$ cat config.mk
export PLATFORM = sky130hd
export DESIGN_NAME = picorv_hpdc_bridge
export DESIGN_NICKNAME = d
export VERILOG_FILES = /design/src/rtl/picorv_hpdc_bridge.sv
export SDC_FILE = /design/constraint.sdc
export NUM_CORES = 1
export LEC_CHECK = 0
export CAP_MARGIN = 30
export CORE_AREA = 2 2 189 191
export CTS_CLUSTER_SIZE = 20
export DETAILED_ROUTE_END_ITERATION = 10
export DIE_AREA = 0 0 191 193
export PLACE_DENSITY = 0.66
export SLEW_MARGIN = 0
export SYNTH_ARGS = -nofsm -noshare
export SYNTH_HDL_FRONTEND = slang
export SYNTH_SLANG_ARGS = --single-unit
export TNS_END_PERCENT = 5
$ cat constraint.sdc
create_clock -name clk_i -period 2.6 [get_ports clk_i]
set_input_delay 0.52 -clock clk_i [delete_from_list [all_inputs] [get_ports clk_i]]
set_output_delay 0.52 -clock clk_i [all_outputs]
set_load 0.02 [all_outputs]
$ cat src/rtl/picorv_hpdc_bridge.sv
// -----------------------------------------------------------------------------
// picorv_hpdc_bridge
//
// Bridges up to four picorv32-style native memory ports onto one cache
// request/response channel. Each core has a small FSM (IDLE/PEND/WAIT/DONE).
// A round-robin arbiter picks one pending core per cycle into a registered
// request slot. Responses are matched back by {sid, tid}. A per-core watchdog
// completes a core with an error word if its response never arrives.
//
// Ports
//   clk_i, rst_ni                  clock, asynchronous active-low reset
//   cpu_valid_i/addr/wdata/wstrb   per-core native request (core k in slice k)
//   cpu_ready_o/cpu_rdata_o        per-core one-cycle completion + read data
//   req_*                          registered cache request channel
//   rsp_*                          cache response channel
//   err_timeout_o/err_bus_o        per-core sticky error flags
//   err_unexpected_o               sticky flag for dropped responses
// -----------------------------------------------------------------------------
module picorv_hpdc_bridge #(
    parameter int unsigned NumCores      = 2,
    parameter logic [31:0] PhysMemLimit  = 32'h0002_0000,
    parameter int unsigned TidWidth      = 4,
    parameter int unsigned TimeoutCycles = 1024
) (
    input  logic                   clk_i,
    input  logic                   rst_ni,
    input  logic [NumCores-1:0]    cpu_valid_i,
    input  logic [32*NumCores-1:0] cpu_addr_i,
    input  logic [32*NumCores-1:0] cpu_wdata_i,
    input  logic [4*NumCores-1:0]  cpu_wstrb_i,
    output logic [NumCores-1:0]    cpu_ready_o,
    output logic [32*NumCores-1:0] cpu_rdata_o,
    output logic                   req_valid_o,
    input  logic                   req_ready_i,
    output logic [31:0]            req_addr_o,
    output logic [31:0]            req_wdata_o,
    output logic [3:0]             req_be_o,
    output logic                   req_store_o,
    output logic                   req_uncacheable_o,
    output logic [1:0]             req_sid_o,
    output logic [TidWidth-1:0]    req_tid_o,
    input  logic                   rsp_valid_i,
    input  logic [1:0]             rsp_sid_i,
    input  logic [TidWidth-1:0]    rsp_tid_i,
    input  logic [31:0]            rsp_rdata_i,
    input  logic                   rsp_error_i,
    output logic [NumCores-1:0]    err_timeout_o,
    output logic                   err_unexpected_o,
    output logic [NumCores-1:0]    err_bus_o
);

    localparam int unsigned         CntWidth = (TimeoutCycles > 1) ? $clog2(TimeoutCycles) : 1;
    localparam logic [CntWidth-1:0] CntLast  = CntWidth'(TimeoutCycles - 1);
    localparam logic [CntWidth-1:0] CntOne   = CntWidth'(1);
    localparam logic [TidWidth-1:0] TidOne   = TidWidth'(1);
    localparam logic [31:0]         ErrData  = 32'hDEAD_BEEF;

    typedef enum logic [1:0] {S_IDLE, S_PEND, S_WAIT, S_DONE} state_e;

    typedef struct packed {
        logic [31:0]         addr;
        logic [31:0]         wdata;
        logic [3:0]          be;
        logic                store;
        logic                uncacheable;
        logic [1:0]          sid;
        logic [TidWidth-1:0] tid;
    } req_t;

    // Per-core state
    state_e              state_q [NumCores];
    state_e              state_d [NumCores];
    logic [31:0]         addr_q  [NumCores];
    logic [31:0]         wdata_q [NumCores];
    logic [3:0]          wstrb_q [NumCores];
    logic [TidWidth-1:0] tid_q   [NumCores];
    logic [TidWidth-1:0] tid_d   [NumCores];
    logic [CntWidth-1:0] cnt_q   [NumCores];
    logic [CntWidth-1:0] cnt_d   [NumCores];
    logic [31:0]         rdata_q [NumCores];
    logic [31:0]         rdata_d [NumCores];

    // Shared request slot, arbiter and flags
    logic                req_valid_q, req_valid_d;
    req_t                req_q, req_d;
    logic [1:0]          ptr_q, ptr_d;
    logic [1:0]          grant_idx, cand;
    logic                grant_valid;
    logic [3:0]          eligible;
    logic [NumCores-1:0] match, tout_set, bus_set;
    logic                accept, can_issue, unexpected;
    logic [NumCores-1:0] err_timeout_q, err_bus_q;
    logic                err_unexpected_q;

    assign accept     = req_valid_q && req_ready_i;
    // The slot may be refilled when empty or when its content leaves this cycle.
    assign can_issue  = !req_valid_q || req_ready_i;
    assign unexpected = rsp_valid_i && !(|match);

    // Response matching and arbitration eligibility. A core whose request is
    // already sitting in the slot stays PEND but must not be granted again.
    always_comb begin
        match    = '0;
        eligible = '0;
        for (int k = 0; k < NumCores; k++) begin
            // tid_q already advanced at issue, so the outstanding tid is tid_q-1.
            match[k]    = rsp_valid_i && (rsp_sid_i == 2'(k)) && (state_q[k] == S_WAIT)
                          && (rsp_tid_i == tid_q[k] - TidOne);
            eligible[k] = (state_q[k] == S_PEND) && !(req_valid_q && (req_q.sid == 2'(k)));
        end
    end

    // Round-robin: ptr_q is the first core to consider, i.e. one past the last grant.
    always_comb begin
        // NOTE: every combinational output gets a default first so no path
        // leaves it unassigned, which would otherwise infer a latch.
        grant_valid = 1'b0;
        grant_idx   = '0;
        cand        = '0;
        for (int i = 0; i < NumCores; i++) begin
            cand = 2'((int'(ptr_q) + i) % NumCores);
            if (!grant_valid && eligible[cand]) begin
                grant_valid = 1'b1;
                grant_idx   = cand;
            end
        end
        ptr_d = ptr_q;
        if (grant_valid && can_issue) begin
            ptr_d = (grant_idx == 2'(NumCores - 1)) ? 2'd0 : grant_idx + 2'd1;
        end
    end

    // Per-core FSM next state and request slot next state.
    always_comb begin
        req_valid_d = req_valid_q;
        req_d       = req_q;
        tout_set    = '0;
        bus_set     = '0;
        if (can_issue) begin
            req_valid_d = grant_valid;
        end
        for (int k = 0; k < NumCores; k++) begin
            state_d[k] = state_q[k];
            tid_d[k]   = tid_q[k];
            cnt_d[k]   = cnt_q[k];
            rdata_d[k] = rdata_q[k];

            if (can_issue && grant_valid && (grant_idx == 2'(k))) begin
                req_d.addr        = addr_q[k];
                req_d.wdata       = wdata_q[k];
                req_d.store       = |wstrb_q[k];
                req_d.be          = (|wstrb_q[k]) ? wstrb_q[k] : 4'hF;
                req_d.uncacheable = (addr_q[k] >= PhysMemLimit);
                req_d.sid         = 2'(k);
                req_d.tid         = tid_q[k];
            end

            unique case (state_q[k])
                S_IDLE: begin
                    if (cpu_valid_i[k]) state_d[k] = S_PEND;
                end
                S_PEND: begin
                    if (accept && (req_q.sid == 2'(k))) begin
                        state_d[k] = S_WAIT;
                        cnt_d[k]   = '0;
                        tid_d[k]   = tid_q[k] + TidOne;
                    end
                end
                S_WAIT: begin
                    // A matching response beats a timeout expiring in the same cycle.
                    if (match[k]) begin
                        state_d[k] = S_DONE;
                        bus_set[k] = rsp_error_i;
                        if (rsp_error_i)       rdata_d[k] = ErrData;
                        else if (|wstrb_q[k])  rdata_d[k] = '0;
                        else                   rdata_d[k] = rsp_rdata_i;
                    end else if (cnt_q[k] == CntLast) begin
                        state_d[k]  = S_DONE;
                        tout_set[k] = 1'b1;
                        rdata_d[k]  = ErrData;
                    end else begin
                        cnt_d[k] = cnt_q[k] + CntOne;
                    end
                end
                S_DONE: begin
                    state_d[k] = S_IDLE;
                end
                default: state_d[k] = S_IDLE;
            endcase
        end
    end

    always_ff @(posedge clk_i or negedge rst_ni) begin
        if (!rst_ni) begin
            // NOTE: the per-core register arrays are small flop banks that feed
            // outputs and match logic, so they are reset like any other flop
            // rather than treated as an unreset RAM.
            for (int k = 0; k < NumCores; k++) begin
                state_q[k] <= S_IDLE;
                addr_q[k]  <= '0;
                wdata_q[k] <= '0;
                wstrb_q[k] <= '0;
                tid_q[k]   <= '0;
                cnt_q[k]   <= '0;
                rdata_q[k] <= '0;
            end
            req_valid_q      <= 1'b0;
            req_q            <= '0;
            ptr_q            <= '0;
            err_timeout_q    <= '0;
            err_bus_q        <= '0;
            err_unexpected_q <= 1'b0;
        end else begin
            // NOTE: state updates use non-blocking assignments so every flop
            // samples the pre-edge values, independent of statement order.
            for (int k = 0; k < NumCores; k++) begin
                state_q[k] <= state_d[k];
                tid_q[k]   <= tid_d[k];
                cnt_q[k]   <= cnt_d[k];
                rdata_q[k] <= rdata_d[k];
                if ((state_q[k] == S_IDLE) && cpu_valid_i[k]) begin
                    addr_q[k]  <= cpu_addr_i[32*k +: 32];
                    wdata_q[k] <= cpu_wdata_i[32*k +: 32];
                    wstrb_q[k] <= cpu_wstrb_i[4*k +: 4];
                end
            end
            req_valid_q      <= req_valid_d;
            req_q            <= req_d;
            ptr_q            <= ptr_d;
            err_timeout_q    <= err_timeout_q | tout_set;
            err_bus_q        <= err_bus_q | bus_set;
            err_unexpected_q <= err_unexpected_q | unexpected;
        end
    end

    always_comb begin
        cpu_ready_o = '0;
        cpu_rdata_o = '0;
        for (int k = 0; k < NumCores; k++) begin
            cpu_ready_o[k]          = (state_q[k] == S_DONE);
            cpu_rdata_o[32*k +: 32] = rdata_q[k];
        end
    end

    assign req_valid_o       = req_valid_q;
    assign req_addr_o        = req_q.addr;
    assign req_wdata_o       = req_q.wdata;
    assign req_be_o          = req_q.be;
    assign req_store_o       = req_q.store;
    assign req_uncacheable_o = req_q.uncacheable;
    assign req_sid_o         = req_q.sid;
    assign req_tid_o         = req_q.tid;
    assign err_timeout_o     = err_timeout_q;
    assign err_bus_o         = err_bus_q;
    assign err_unexpected_o  = err_unexpected_q;

endmodule
### After elaboration in Yosys (flattened, before gate mapping)

Index checks and enable logic that the tools add are counted.

| operators by class | value |
|---|---|
| add/subtract/negate cells | 8 |
| $lt $le $gt $ge | 4 |
| eq/ne operators | 23 |
| bitwise logic cells | 3 |
| multiplexer cells | 49 |
| reduce and logical (&&, ||, !) cells | 47 |

Operators with widths:

| operator | count |
|---|---|
| 32-bit two-way mux | 8 |
| 76-bit two-way mux | 2 |
| 32-bit by 18-bit greater-or-equal comparator with 1-bit output (second input constant) | 2 |
| 10-bit two-way mux | 6 |
| 10-bit case mux with 2 select lines | 2 |
| 10-bit by 1-bit adder with 10-bit output (second input constant) | 2 |
| 10-bit == test (second input constant) | 2 |
| 1-bit logical AND | 20 |
| 1-bit two-way mux | 19 |
| 2-bit two-way mux | 8 |
| 2-bit case mux with 4 select lines | 2 |
| 2-bit != test (second input constant) | 6 |
| 2-bit by 1-bit == test with 1-bit output (second input constant) | 5 |
| 2-bit zero test | 5 |
| 2-bit nonzero test | 5 |
| 4-bit by 1-bit adder with 4-bit output (second input constant) | 2 |
| 2-bit == test (second input constant) | 4 |
| 4-bit == test | 2 |
| 4-bit two-way mux | 2 |
| 2-bit AND reduction | 4 |
| 4-bit AND reduction | 2 |
| 4-bit OR reduction | 2 |
| 4-bit by 1-bit subtractor with 4-bit output (second input constant) | 2 |
| 1-bit by 3-bit less-than comparator with 1-bit output (second input constant) | 2 |
| other kinds (9) | 18 |

| word-level totals | value |
|---|---|
| flip-flop bits (word level) | 315 |
| logic and storage cells | 160 |

### Depth between registers and ports, before layout

Gate-level depths: netlist (run 1).

| logic depth | value |
|---|---|
| word-level depth | 14 |
| mapped depth | 10 |
| mapped depth without buffers | 7 |

### Worst setup path after synthesis (run 1)

OpenSTA, ideal clock, no wires.

| path | value |
|---|---|
| path type | flip-flop to flip-flop |
| from | reg tid_q[0] in the netlist's numbering |
| to | reg state_q[1] in the netlist's numbering |
| period minus slack after synthesis | 2.146 ns |
| library setup time | 0.128 ns |
| stages on the path, launching flop included | 8 |
| data arrival time | 2.019 ns |
| path slack | 0.454 ns |
| path through | dfrtp_1 inv_1 ha_1 xor3_1 nor4_4 nand2_2 a31oi_1 mux2_1 |

| between the ends | value |
|---|---|
| word-level cells in the longest chain between the ends | 5 |
| elaborated cells between the ends (all ways) | 7 |
| those cells by class | add/sub (1); eq/ne (2); mux (2); reduce/logical (2) |

RTL lines:

| item | RTL line | RTL |
|---|---|---|
| start, declared | 76 | `logic [TidWidth-1:0] tid_q [NumCores];` |
| start signal, assigned by index | 218 | `tid_q[k] <= tid_d[k];` |
| 4-bit by 1-bit subtractor with 4-bit output (*) | 108 | `&& (rsp_tid_i == tid_q[k] - TidOne);` |
| 4-bit == test (*) | 108 |  |
| 1-bit logical AND (*) | 108 |  |
| 2-bit two-way mux or 3-bit by 2-bit != test with 1-bit output (tied branches) | -- |  |
| 2-bit case mux with 4 select lines or 3-bit AND reduction (tied branches) | -- |  |
| end signal, assigned by index | 217 | `state_q[k] <= state_d[k];` |
| end, declared | 71 | `state_e state_q [NumCores];` |

Every way passes the cells marked *; elsewhere a longest branch is shown, timed or not.
A chain may end at the register's enable or synchronous reset.

### Worst setup path in the final report (run 1)

| path | value |
|---|---|
| from | reg state_q[2] in the netlist's numbering |
| to | reg cnt_q[15] in the netlist's numbering |

| between the ends | value |
|---|---|
| word-level cells in the longest chain between the ends | 5 |
| elaborated cells between the ends (all ways) | 10 |
| those cells by class | eq/ne (5); mux (1); reduce/logical (4) |

RTL lines:

| item | RTL line | RTL |
|---|---|---|
| 2-bit == test | 107, 158 |  |
| 1-bit logical AND | 107 | `match[k] = rsp_valid_i && (rsp_sid_i == 2'(k)) && (state_q[k] == S_WAIT)` |
| 1-bit logical AND | 108 |  |
| 2-bit != test (no line) | -- |  |
| 4-bit AND reduction (no line) | -- |  |
| end signal, assigned by index | 219 | `cnt_q[k] <= cnt_d[k];` |
| end, declared | 78 | `logic [CntWidth-1:0] cnt_q [NumCores];` |

Parallel ways exist; a longest one is shown, timed or not.

==> results.md, run 1 <==
Power:
- The leakage power is 7.98 nW.
- Summing internal, switching and leakage power gives 22.8 mW.
- Power spread over the standard cell area amounts to 1200 mW/mm².
- The peak supply drop is 0.000650 V.

Floorplanning:
- The placeable core region is 0.0350 mm².
- The standard-cell row count is 69.
- The die covers 0.0369 mm².
- The number of ports placed on the die boundary is 329.
- The horizontal die dimension is 191 µm.
- The initial core utilization is 0.392.
- From bottom edge to top edge, the die measures 193 µm.

Place:
- In this run the tool buffered the top-level ports with 327 buffer cells.
- The post-DP HPWL is 25.7 mm.
- The final weighted congestion in routability-driven placement is 0.824.

Setup path:
- The maximum single-stage delay on the critical path is 720 ps.
- The setup path with the least slack is of type register to register.
- The worst setup path is captured at a register.
- The peak fanout along the critical path is 17.
- At the worst endpoint, the arrival time is 2810 ps.
- In this run the register-to-register setup slack is 190 ps.
- The cell type group with the largest total delay on the critical path is compound AO/OA/AOI/OAI gates.
- The required time of the critical path is 3000 ps.
- The worst path buffer plus inverter count is 2.
- The worst setup path is launched from a register.
- The critical-path cell with the highest stage delay is sky130_fd_sc_hd__a2111oi_0.
- The signal on the critical path passes through inv_1 -> ha_1 -> buf_4 -> and3_1 -> a2111oi_0 -> a21oi_1 -> a31o_2.

Logic synthesis:
- The flop and latch count out of synthesis is 314.
- The cell count after synthesis is 1,145.
- Dividing the synthesized area by the synthesized cell count gives 12.0 µm².
- The most frequently used flop master after synthesis is sky130_fd_sc_hd__dfrtp_1.
- When the netlist entered floorplanning its net count stood at 1,342.
- The synthesized netlist occupies a cell area of 0.0137 mm².
- The fraction of registers with async set/reset is 1.00.
- The netlist uses 65 different library cells.
- The number of flops mapped to enable cells by yosys is 0.
- The Yosys step of the flow raised 0 warnings.
- For this run, the register share of the synthesized area comes to 0.573.

Route:
- For this block, the via count after detailed routing is 10,000.
- The pre-antenna-repair detailed-routing pass consisted of 4 iterations.
- The total detailed-routing wirelength is 36.6 mm.
- The via density per instance is 5.08.
- The count of unresolved DRC violations after routing is 0.
- The DRC violation total after the first TritonRoute iteration is 431.
- The detail route stage leaves a number of antenna-violating nets equal to 0.
- The routed wire length per instance is 18.5 µm.

GRT:
- For this run, the total global-route usage over all layers was measured as 0.199.
- The number of global-route vias before repair came to 10,300.
- The initial antenna violation count is 9.
- The wire length of the first global-routing pass is 57.7 mm.
- The total grt overflow is 0.
- Entering global routing, the biggest net connects 84 pins.

Timing:
- The achievable frequency is 416 MHz.
- The portion of the clock cycle consumed by the worst path in the final layout is 0.926.
- Setup repair after global routing left no endpoint under its margin.
- The number of setup violations in the final report is 0.
- The maximum clock skew at final layout is 13.3 ps.
- The total negative slack is 0 ps.
- The final number of max-transition violations is 0.
- The worst path needs 2410 ps of the cycle, external delays included.
- The slew at the pin with the worst max-slew slack is 768 ps.
- The count of final hold-check violations was 0.
- The tightest slew margin relative to the limit is 0.475.

Clock network:
- The H-tree was split into 2 levels.
- Counting the buffers created by CTS gives 37.
- TritonCTS built the clock tree.
- The clock latency on the worst-skew pair is 520 ps.
- The total clock sinks is 314.
- The clock-pin slew of the registers on the worst-case setup and hold paths is 60 ps.
- The tree is rooted in a sky130_fd_sc_hd__clkbuf_16.
- The number of setup buffers added after CTS is 0.
- The clock passes through at most 3 buffers.

Status:
- The run finished with clean final reports.

Min path:
- The worst hold path belongs to the class register to register.

Job:
- Across the run, the number of max-cap violations was 0.

Finish:
- The count of nets after finishing is 1,683.
- The share of post-route cells with drive strength above 1 is 0.177.
- Summing all multi-input logic gate instances after layout gives 0.00543 mm².
- The filler cell count in the final layout is 3,054.
- The footprint of the flip-flops and latches is 0.00786 mm².
- Relative to the synthesized area, the layout overhead comes to 38.9%.
## cell families after synthesis
family | synth area share
buf+inv | 0.0345
mux | 0.168
other cells | 0.000274
xor+xnor | 0.0120
simple gates | 0.0890
flops | 0.573
compound gates | 0.109
fa+ha+maj | 0.0146
## registers in the layout, indices dropped and copies added, names as in the netlist
signal             count
req_addr_o            32
req_wdata_o           32
err_bus_o              2
err_timeout_o          2
req_store_o            1
ptr_q                  1
req_valid_o            1
req_tid_o              4
state_q                4
err_unexpected_o       1
req_be_o               4
cnt_q                 20
wstrb_q                8
tid_q                  8
req_uncacheable_o      1
cpu_rdata_o           64
req_sid_o              1
addr_q                64
wdata_q               64
## metrics by stage
| stage | hold slack, ps | utilization | cells | cell area, µm² | worst slack, ps |
|---|---|---|---|---|---|
| 2_1_floorplan | 224 | - | 1145 | 13700 | 454 |
| 3_3_place_gp | 435 | 0.508 | 1907 | 17800 | -44.7 |
| 3_5_place_dp | 438 | 0.508 | 1907 | 17800 | -20.7 |
| 4_1_cts | 466 | 0.544 | 1972 | 19000 | 175 |
| 5_1_grt | 480 | 0.544 | 1972 | 19000 | 56.0 |
| 6_report | 464 | 0.544 | 1975 | 19000 | 194 |
## synthesized netlist by cell type, drive strengths merged, types with 2 or more instances
| cell type | instances | area (µm²) |
|---|---|---|
| nand4 | 8 | 50.1 |
| xnor2 | 13 | 114 |
| a31oi | 7 | 43.8 |
| and3 | 6 | 37.5 |
| a41o | 2 | 20.0 |
| o21ai | 91 | 455 |
| a31o | 6 | 52.6 |
| nor3 | 11 | 70.1 |
| a21o | 5 | 37.5 |
| a21oi | 43 | 215 |
| o32a | 2 | 20.0 |
| nand2 | 119 | 449 |
| xor2 | 3 | 26.3 |
| nand3b | 8 | 60.1 |
| a41oi | 4 | 35.0 |
| nand4b | 2 | 17.5 |
| and4 | 3 | 26.3 |
| a211oi | 24 | 180 |
| a2bb2oi | 24 | 223 |
| o22ai | 15 | 93.8 |
| or2 | 2 | 12.5 |
| mux2 | 140 | 1580 |
| dfrtp | 314 | 7860 |
| buf | 47 | 274 |
| nand2b | 12 | 75.1 |
| clkbuf | 27 | 101 |
| inv | 26 | 97.6 |
| nor4 | 13 | 118 |
| nor2 | 38 | 145 |
| mux2i | 72 | 721 |
| nand3 | 21 | 110 |
| a21boi | 2 | 18.8 |
| ha | 16 | 200 |
## cell usage in the layout (no fill, tap or decap), types with 26 or more instances in the layout
cell / Yosys / layout
sky130_fd_sc_hd__mux2i_1: 72 / 72
sky130_fd_sc_hd__o21ai_0: 85 / 85
sky130_fd_sc_hd__a21oi_1: 43 / 42
sky130_fd_sc_hd__dfrtp_1: 314 / 314
sky130_fd_sc_hd__buf_4: 5 / 35
sky130_fd_sc_hd__clkdlybuf4s50_1: 0 / 326
sky130_fd_sc_hd__mux2_2: 139 / 139
sky130_fd_sc_hd__nand2_1: 118 / 116
sky130_fd_sc_hd__inv_1: 26 / 26
sky130_fd_sc_hd__nor2_1: 37 / 37
sky130_fd_sc_hd__clkbuf_16: 0 / 39
## power by group
group	internal, mW	total [mW]	switching, mW	leakage (nW)
Sequential	6.96	8.24	1.29	3.78
Combinational	4.63	9.24	4.61	3.59
Clock	3.31	5.34	2.03	0.613
Total	14.9	22.8	7.93	7.98
## worst paths after layout
check	start	to	depth (start not counted)
worst min-delay path	err_bus_o[0]	err_bus_o[0]	1
worst max register to register	state_q[2]	cnt_q[15]	7
min in group asynchronous	rst_ni	err_bus_o[1]	2
worst max-delay path	state_q[2]	cnt_q[15]	7
worst min register to register	err_bus_o[0]	err_bus_o[0]	1
max in group asynchronous	rst_ni	wstrb_q[7]	3
## per-layer routing
metal,vias to the layer above,share of wire,GRT usage
met5,-,0.0020,0
met4,12,0.014,0.0420
met3,47,0.10,0.0869
met2,305,0.45,0.322
met1,4877,0.43,0.249
li1,4784,-,-
## what timing repair did
item,in CTS,in global routing
gates resized for setup,0,1
endpoints found under the setup margin,0,2
hold endpoints to repair,30,0
hold buffers,1,0
## cell type report
cell class,count,share of cell area
diodes,3,0.000394
clock inverters,9,0.00802
multi-input cells,731,0.285
flip-flops and latches,314,0.413
inverters,26,0.00513
repair buffers,376,0.200
well taps,461,0.0303
clock buffers,55,0.0576
(Power assumes the default switching activity.)
==> run 2: changes to the inputs <==
Settings changed: CORE_AREA 2 2 189 191 to 4 4 191 193, DIE_AREA 0 0 191 193 to 0 0 195 197.
==> run 2 against run 1 <==
Effect of this change: clock-buffer cell count decreased by 6; first-iteration DRC count increased by 6.5%; wire length increased by 2.1%; critical path type unchanged; critical endpoint is now state_q[1]; clock skew about the same; register-to-register slack got worse by 70 ps; worst setup slack got worse by 72 ps; clock power increased by 2%; largest cell class unchanged.
==> results.md, run 2 (synthesized netlist as in run 1, its figures left out) <==
Clock network:
- The number of H-tree branching levels was 2 (unchanged).
- The number of clock buffers inserted by TritonCTS is 37 (unchanged).
- The maximum number of buffers from clock root to sink is 3 (unchanged).
- The clock-pin slew of the registers on the worst-case setup and hold paths is 60 ps (about the same).
- TritonCTS built the clock tree.
- In this run the clock root is driven by a sky130_fd_sc_hd__clkbuf_16.
- The clock latency on the worst-skew pair is 530 ps (about the same).
- The total clock sinks was 314 (unchanged).

Setup path:
- The startpoint of the worst register-to-register path is tid_q[0].
- The peak fanout along the critical path came to 6 (-11).
- The signal on the critical path passes through inv_1 -> ha_1 -> xor3_1 -> nor4_4 -> nand2_2 -> a31oi_1 -> mux2_1.
- The most critical setup path has its startpoint at tid_q[0].
- STA classifies the critical path endpoint as a register.
- The critical path is of the register to register type.
- The maximum single-stage delay on the critical path was 440 ps (-280 ps).
- The worst path arrival time is 2870 ps (+60 ps).
- The critical-path cell with the highest stage delay is sky130_fd_sc_hd__dfrtp_1.
- The required time of the critical path is 3000 ps (about the same).
- STA classifies the critical path startpoint as a register.

Min path:
- The worst hold path begins at err_timeout_o[1].
- The classification of the worst-slack hold path is register to register.

Place:
- The number of buffers inserted by port buffering is 327 (unchanged).
- The post-DP HPWL was 26.3 mm (+2.5%).
- The placed instance area is 0.0177 mm² (-0.20%).
- The final weighted congestion in routability-driven placement is 0.845 (+2.6%).
- The number of placed instances with taps included is 1,894 (-0.68%).

Timing:
- Setup repair after global routing could not meet its margin everywhere.
- The count of final hold-check violations is 0 (unchanged).
- The slew at the pin with the worst max-slew slack is 622 ps (-146 ps).
- The number of setup violations in the final report was 0 (unchanged).
- The total negative slack was 0 ps (unchanged).
- The maximum clock skew at final layout is 13.1 ps (-0.238 ps).
- The portion of the clock cycle consumed by the worst path in the final layout is 0.953 (+0.0276).
- The final number of max-transition violations is 0 (unchanged).
- The clock period minus final worst setup slack is 2480 ps (+71.6 ps).
- The tightest slew margin relative to the limit is 0.586 (+0.111).
- The worst hold slack is 467 ps (+2.86 ps).
- The achievable frequency was 404 MHz (-2.9%).

Route:
- The DRC violation total after the first TritonRoute iteration came to 459 (+6.5%).
- The count of unresolved DRC violations after routing was 0 (unchanged).
- The number of search-and-repair iterations in the first detailed-routing pass was 5 (+1).
- The via density per instance is 5.19 (+2.2%).
- The routed wire length per instance is 19.1 µm (+2.8%).
- The detailed-route via count is 10,200 (+1.5%).
- The number of nets with antenna violations after detailed routing is 0 (unchanged).
- The total detailed-routing wirelength was 37.4 mm (+2.1%).

GRT:
- The largest net degree at the start of global routing is 107 (+27%).
- The initial antenna violation count came to 5 (-4).
- The global router's overall resource usage is 0.192 (-0.00774).
- The number of global-route vias before repair is 10,600 (+2.5%).
- The wire length of the first global-routing pass was 59.4 mm (+3.0%).
- The total grt overflow is 0 (unchanged).

Floorplanning:
- The full die area is 0.0384 mm² (+4.2%).
- The die outline height is 197 µm (+2.1%).
- The standard-cell row count is 68 (-1.4%).
- The number of ports placed on the die boundary is 329 (unchanged).
- The initial core utilization is 0.397 (+0.00478).
- The horizontal die dimension is 195 µm (+2.1%).
- The placeable core region was 0.0345 mm² (-1.2%).

Status:
- The flow ran to the end, and the final reports show no timing, DRC or antenna violations.

Power:
- The leakage power is 7.99 nW (+0.15%).
- The total power per unit cell area is 1200 mW/mm² (-0.22%).
- The peak supply drop is 0.000697 V (+7.3%).

Job:
- The max-capacitance violation count was 0 (unchanged).

Finish:
- Leaving out fill and tap cells, the most frequent cell in the layout is sky130_fd_sc_hd__clkdlybuf4s50_1.
- The final standard cell utilization of the core is 0.552 (+0.00737).
- The cell area after layout is 0.0191 mm² (+0.13%).
- The filler cell count in the final layout is 2,972 (-2.7%).
- The area growth from synthesis to layout is 39.1%.
- The top cell types in the final layout, fill and taps aside, are sky130_fd_sc_hd__clkdlybuf4s50_1 (326), sky130_fd_sc_hd__dfrtp_1 (314), sky130_fd_sc_hd__mux2_2 (139).
- The number of standard cells in the final layout excluding fillers is 1,961 (-0.71%).
- The share of post-route cells with drive strength above 1 was 0.180 (+0.00270).
- The count of nets after finishing is 1,676 (-0.42%).
[run 2: metal layers]
| metal | GRT usage | routed length, µm | vias to the layer above |
|---|---|---|---|
| met3 | 0.0759 | 3600 | 59 |
| met4 | 0.0406 | 632 | 6 |
| met5 | 0 | 54 | - |
| li1 | - | - | 4757 |
| met1 | 0.248 | 16000 | 5019 |
| met2 | 0.308 | 17100 | 332 |
[run 2: path summary, 6_finish.rpt]
path,end,slack [ps],cells after the start
min reg2reg,err_timeout_o[1],470,1
max,state_q[1],120,7
min in group asynchronous,cpu_rdata_o[36],550,2
max in group asynchronous,wdata_q[8],1280,3
min,err_timeout_o[1],470,1
max reg2reg,state_q[1],120,7
[run 2: where the power goes]
| group | switching [mW] | internal, mW | total, mW |
|---|---|---|---|
| Clock | 2.06 | 3.40 | 5.47 |
| Sequential | 1.34 | 6.96 | 8.30 |
| Combinational | 4.55 | 4.50 | 9.05 |
[run 2: through the flow]
stage / setup slack, ps / power (mW)
finish: 122 / 22.8
CTS: 28.9 / 23.1
detailed placement: -151 / 17.5
global route: -38.2 / 24.3
floorplan: 454 / 13.8
global placement: -67.7 / 17.3
[run 2: cell type report]
class                           count  area [µm²]  share of cell area
Timing Repair Buffer              369        3780               0.199
Multi-Input combinational cell    731        5440               0.285
Sequential cell                   314        7860               0.412
Tap cell                          455         569              0.0299
Clock inverter                     16         238              0.0125
Clock buffer                       49        1070              0.0562
Inverter                           26        97.6             0.00512
Antenna cell                        1        2.50            0.000131
[run 2: repair_timing]
item | in CTS | in global routing
hold buffers | 1 | 0
buffers inserted | 0 | 0
setup endpoints to repair | 0 | 8
endpoints found under the hold margin | 50 | 0
gates resized for setup | 0 | 2
[run 2: worst max-delay path: cells and delay by family, from the launching register on]
kind	cells	cell delay, ps
AOI/OAI and AO/OA	1	270
buffers and inverters	1	120
DFF	1	440
and+or+nand+nor	2	550
xor gates and xnor gates	1	440
adders and majority gates	1	170
muxes	1	350
